### src/rtl/imem_pkg.sv
// Shared types and defaults for the instruction-memory arbiter.
package imem_pkg;

    localparam int unsigned AW_DEF = 9;
    localparam int unsigned DW_DEF = 32;

    typedef enum logic {
        BOOT,
        RUN
    } state_e;

    typedef enum logic {
        OWN_F,
        OWN_L
    } owner_e;

endpackage

### src/rtl/rr_arb2.sv
// Two-requester round-robin arbiter; the F side is masked by en_f.
module rr_arb2
    import imem_pkg::*;
(
    input  logic clk,
    input  logic rst,
    input  logic req_f,
    input  logic req_l,
    input  logic en_f,
    output logic gnt_f,
    output logic gnt_l
);

    owner_e last_q;
    logic   act_f;

    always_comb begin
        act_f = req_f & en_f;
        gnt_f = 1'b0;
        gnt_l = 1'b0;
        if (act_f && req_l) begin
            // Contention: the side that did not win last time goes first.
            if (last_q == OWN_L) begin
                gnt_f = 1'b1;
            end else begin
                gnt_l = 1'b1;
            end
        end else begin
            gnt_f = act_f;
            gnt_l = req_l;
        end
    end

    always_ff @(posedge clk) begin
        if (rst) begin
            last_q <= OWN_L;
        end else if (gnt_f) begin
            last_q <= OWN_F;
        end else if (gnt_l) begin
            last_q <= OWN_L;
        end
    end

endmodule

### src/rtl/imem_arbiter.sv
// Shares one single-port synchronous instruction memory between fetch (F) and loader (L),
// holding fetch off until the loader signals the program is in place.
module imem_arbiter
    import imem_pkg::*;
#(
    parameter int unsigned AW = AW_DEF,
    parameter int unsigned DW = DW_DEF
) (
    input  logic          clk,
    input  logic          rst,
    input  logic          boot_done,
    output logic          running,
    input  logic          f_req,
    input  logic [AW-1:0] f_addr,
    output logic          f_gnt,
    output logic          f_rvalid,
    output logic [DW-1:0] f_rdata,
    input  logic          l_req,
    input  logic          l_we,
    input  logic [AW-1:0] l_addr,
    input  logic [DW-1:0] l_wdata,
    output logic          l_gnt,
    output logic          l_rvalid,
    output logic [DW-1:0] l_rdata,
    output logic          mem_en,
    output logic          mem_we,
    output logic [AW-1:0] mem_addr,
    output logic [DW-1:0] mem_wdata,
    input  logic [DW-1:0] mem_rdata
);

    state_e state_q, state_d;
    logic   rd_pend_q;
    owner_e rd_own_q;

    always_comb begin
        state_d = state_q;
        if (state_q == BOOT && boot_done) begin
            state_d = RUN;
        end
    end

    always_ff @(posedge clk) begin
        if (rst) begin
            state_q <= BOOT;
        end else begin
            state_q <= state_d;
        end
    end

    assign running = (state_q == RUN);

    rr_arb2 u_arb (
        .clk   (clk),
        .rst   (rst),
        .req_f (f_req),
        .req_l (l_req),
        .en_f  (running),
        .gnt_f (f_gnt),
        .gnt_l (l_gnt)
    );

    always_comb begin
        mem_en    = f_gnt | l_gnt;
        mem_we    = l_gnt & l_we;
        mem_addr  = '0;
        mem_wdata = '0;
        if (f_gnt) begin
            mem_addr = f_addr;
        end else if (l_gnt) begin
            mem_addr  = l_addr;
            mem_wdata = l_wdata;
        end
    end

    // Tag each read with its owner so the returning data goes to the right requester.
    always_ff @(posedge clk) begin
        if (rst) begin
            rd_pend_q <= 1'b0;
            rd_own_q  <= OWN_L;
        end else begin
            rd_pend_q <= f_gnt | (l_gnt & ~l_we);
            rd_own_q  <= f_gnt ? OWN_F : OWN_L;
        end
    end

    assign f_rvalid = rd_pend_q && (rd_own_q == OWN_F);
    assign l_rvalid = rd_pend_q && (rd_own_q == OWN_L);
    assign f_rdata  = mem_rdata;
    assign l_rdata  = mem_rdata;

endmodule

### config.mk
export PLATFORM = sky130hd
export DESIGN_NAME = imem_arbiter
export DESIGN_NICKNAME = d
export VERILOG_FILES = /design/src/rtl/imem_pkg.sv /design/src/rtl/rr_arb2.sv /design/src/rtl/imem_arbiter.sv
export SDC_FILE = /design/constraint.sdc
export NUM_CORES = 1
export LEC_CHECK = 0
export CAP_MARGIN = 15
export CORE_AREA = 2 2 76 78
export CTS_BUF_LIST = sky130_fd_sc_hd__clkbuf_4 sky130_fd_sc_hd__clkbuf_8
export DETAILED_ROUTE_END_ITERATION = 8
export DIE_AREA = 0 0 78 80
export PLACE_DENSITY_LB_ADDON = 0.08
export SYNTH_ARGS = -nofsm -noshare
export SYNTH_HDL_FRONTEND = slang
export SYNTH_SLANG_ARGS = --single-unit
### constraint.sdc
create_clock -name clk -period 2.2 [get_ports clk]
set_input_delay 0.44 -clock clk [delete_from_list [all_inputs] [get_ports clk]]
set_output_delay 0.44 -clock clk [all_outputs]
set_load 0.05 [all_outputs]
==> results.sh <==
export IMPL_status="complete, no violations"
export IMPL_fp_dieArea_um2=6240
export IMPL_yosys_warnings=0
export IMPL_synth_xor_area_share=0
export IMPL_synth_compound_gate_area_share=0.104
export IMPL_drtIter0Drc=18
export IMPL_crit_fanout=12
export IMPL_fp_row_count=27
export IMPL_worstPathArrival_ns=1.70
export IMPL_grt_pass1_wl_um=5290
export IMPL_switching_share=0.394
export IMPL_root_buffer="clkbuf_8"
export IMPL_cts_setup_buffers=0
export IMPL_layout_commonest_cell="clkdlybuf4s50_1"
export IMPL_ir_drop_mv=0.256
export IMPL_start_util=0.183
export IMPL_maxCapViolations=0
export IMPL_numClockSinks=4
export IMPL_drv_slew=0
export IMPL_diodes=0
export IMPL_drc=0
export IMPL_cp_required_ns=1.76
export IMPL_p_per_area_nw_per_um2=402
export IMPL_end_kind="output pin"
export IMPL_grt_pass1_vias=1055
export IMPL_clk_pin_slew_ns=0.03
export IMPL_synth_area_um2=991
export IMPL_grtUsageTotal=0.104
export IMPL_cts_made_buffers=3
export IMPL_clock_path_buffers=2
export IMPL_fin_nets=261
export IMPL_power_switching_mw=0.338
export IMPL_antenna_found_initial=0
export IMPL_skew_ns=0.00323
export IMPL_finalSetupViolations=0
export IMPL_layout_min_cycle_time_ns=2.14
export IMPL_hold_viol_final=0
export IMPL_clk_latency_ns=0.21
export IMPL_grt_max_degree=34
export IMPL_grt_setup_unrepaired="yes"
export IMPL_hpwl_um=2980
export IMPL_max_slew_margin_rel=0.667
export IMPL_worstMarginPinSlew_ns=0.498
export IMPL_synth_area_per_cell_um2=7.40
export IMPL_h_tree_depth=1
export IMPL_firstDrtPassIters=3
export IMPL_post_place_cells=240
export IMPL_synthAdderAreaFrac=0
export IMPL_ys_ff_latch=4
export IMPL_synth_top_family_by_area="buffers and inverters"
export IMPL_syn_inst=134
export IMPL_wl_per_cell_um=14.3
export IMPL_holdCritPathClass="reg2reg"
export IMPL_synth_cell_type_count=19
export IMPL_grt_overflow=0
export IMPL_yosys_mux_area_fraction=0
export IMPL_core_area_um2=5410
export IMPL_wl_um=3490
export IMPL_finalSetupTns_ns=0
export IMPL_place_congestion=0.744
export IMPL_port_buffers=103
export IMPL_clockPowerShare=0.174
export IMPL_leakage_nw=0.953
export IMPL_post_route_util=0.394
export IMPL_via_per_inst=3.86
export IMPL_pwr_share_seq=0.094
export IMPL_areaGrowthSynthToFinish_pct=115
export IMPL_combPwrFrac=0.732
export IMPL_worst_setup_path_type="in2out"
export IMPL_fillers=521
export IMPL_die_w_um=78
export IMPL_layout_drive_gt1_share=0.351
export IMPL_synthesis_nets=222
export IMPL_stdcell_count=243
export IMPL_layout_common_cells="58 x clkdlybuf4s50_1, 46 x buf_12, 30 x and3_1"
export IMPL_pin_count=200
export IMPL_synth_simple_area_share=0.280
export IMPL_ys_seq_area_frac=0.0808
export IMPL_internal_power_mw=0.520
export IMPL_die_h_um=80
export IMPL_period_share=0.971
export IMPL_holdWs_ns=0.545
export IMPL_vias=937
export IMPL_maxClockFrequency_mhz=468
export IMPL_ant_nets=0
export IMPL_cts_tree="built"
export IMPL_critPathLaunchType="input pin"
-- flip-flops by register name (all words and copies together) (netlist names) --
name	flops
rd_own_q	1
u_arb.last_q	1
rd_pend_q	1
running	1
-- cells in the mapped netlist (all sizes together) --
library cell | count | area (um^2)
and3 | 33 | 210
o21ba | 1 | 10.0
o21ai | 1 | 5.00
nand3 | 1 | 10.0
nand2 | 1 | 3.75
nand2b | 3 | 18.8
a21oi | 1 | 8.76
dfxtp | 4 | 80.1
clkbuf | 6 | 22.5
buf | 67 | 504
nor2 | 2 | 7.51
a22o | 9 | 78.8
and2 | 2 | 15.0
nor2b | 2 | 12.5
inv | 1 | 3.75
-- path summary, 6_finish.rpt --
check / startpoint / end / slack, ns / cells after the start
hold / removal: running / running / 0.54 / 2
hold reg to reg: running / running / 0.54 / 2
setup / recovery: l_req / mem_addr[3] / 0.06 / 5
setup reg to reg: running / rd_pend_q / 1.19 / 4
-- cells by family after synthesis --
kind of cell	after synthesis
buffers and inverters	74
AND/OR/NAND/NOR	44
AO/OA/AOI/OAI	12
flip-flops	4
-- metrics by stage --
| stage | setup slack (ns) | instance area, um^2 | power [mW] |
|---|---|---|---|
| after global placement | 0.0681 | 2080 | 0.710 |
| after floorplan | 0.0561 | 991 | 0.664 |
| after detailed placement | 0.0361 | 2080 | 0.710 |
| after CTS | 0.0290 | 2120 | 0.866 |
| final | 0.0629 | 2130 | 0.858 |
| after global routing | -0.00231 | 2130 | 0.891 |
-- critical path, stage by stage --
cell	delay, ns
clkdlybuf4s50_1	0.58
a21oi_2	0.11
buf_12	0.15
a22o_1	0.26
buf_12	0.15
-- layer usage --
| layer | GRT usage | wire length (um) |
|---|---|---|
| met2 | 0.196 | 1980 |
| met1 | 0.106 | 1130 |
| met3 | 0.0396 | 299 |
| met5 | 0 | 0 |
| met4 | 0.0351 | 72 |
-- area by class of cell --
cell class              instances  area (um^2)  area share
flip-flops and latches          4         80.1      0.0376
clock buffers                   3         41.3      0.0194
inverters                       1         3.75     0.00176
well taps                      72         90.1      0.0423
repair buffers                107         1530       0.717
multi-input cells              56          389       0.183
-- power groups by stage --
stage | logic, mW | clock network, mW | registers (mW)
2_1_floorplan | 0.579 | 0 | 0.0850
3_3_place_gp | 0.628 | 0 | 0.0813
3_5_place_dp | 0.629 | 0 | 0.0813
4_1_cts | 0.630 | 0.155 | 0.0805
5_1_grt | 0.650 | 0.160 | 0.0814
6_report | 0.628 | 0.149 | 0.0804
-- timing repair --
action	4_1_cts	5_1_grt
hold buffers	0	0
setup endpoints to repair	0	33
gates resized for setup	0	2
endpoints found under the hold margin	0	0
Power figures use the tool's default switching activity.
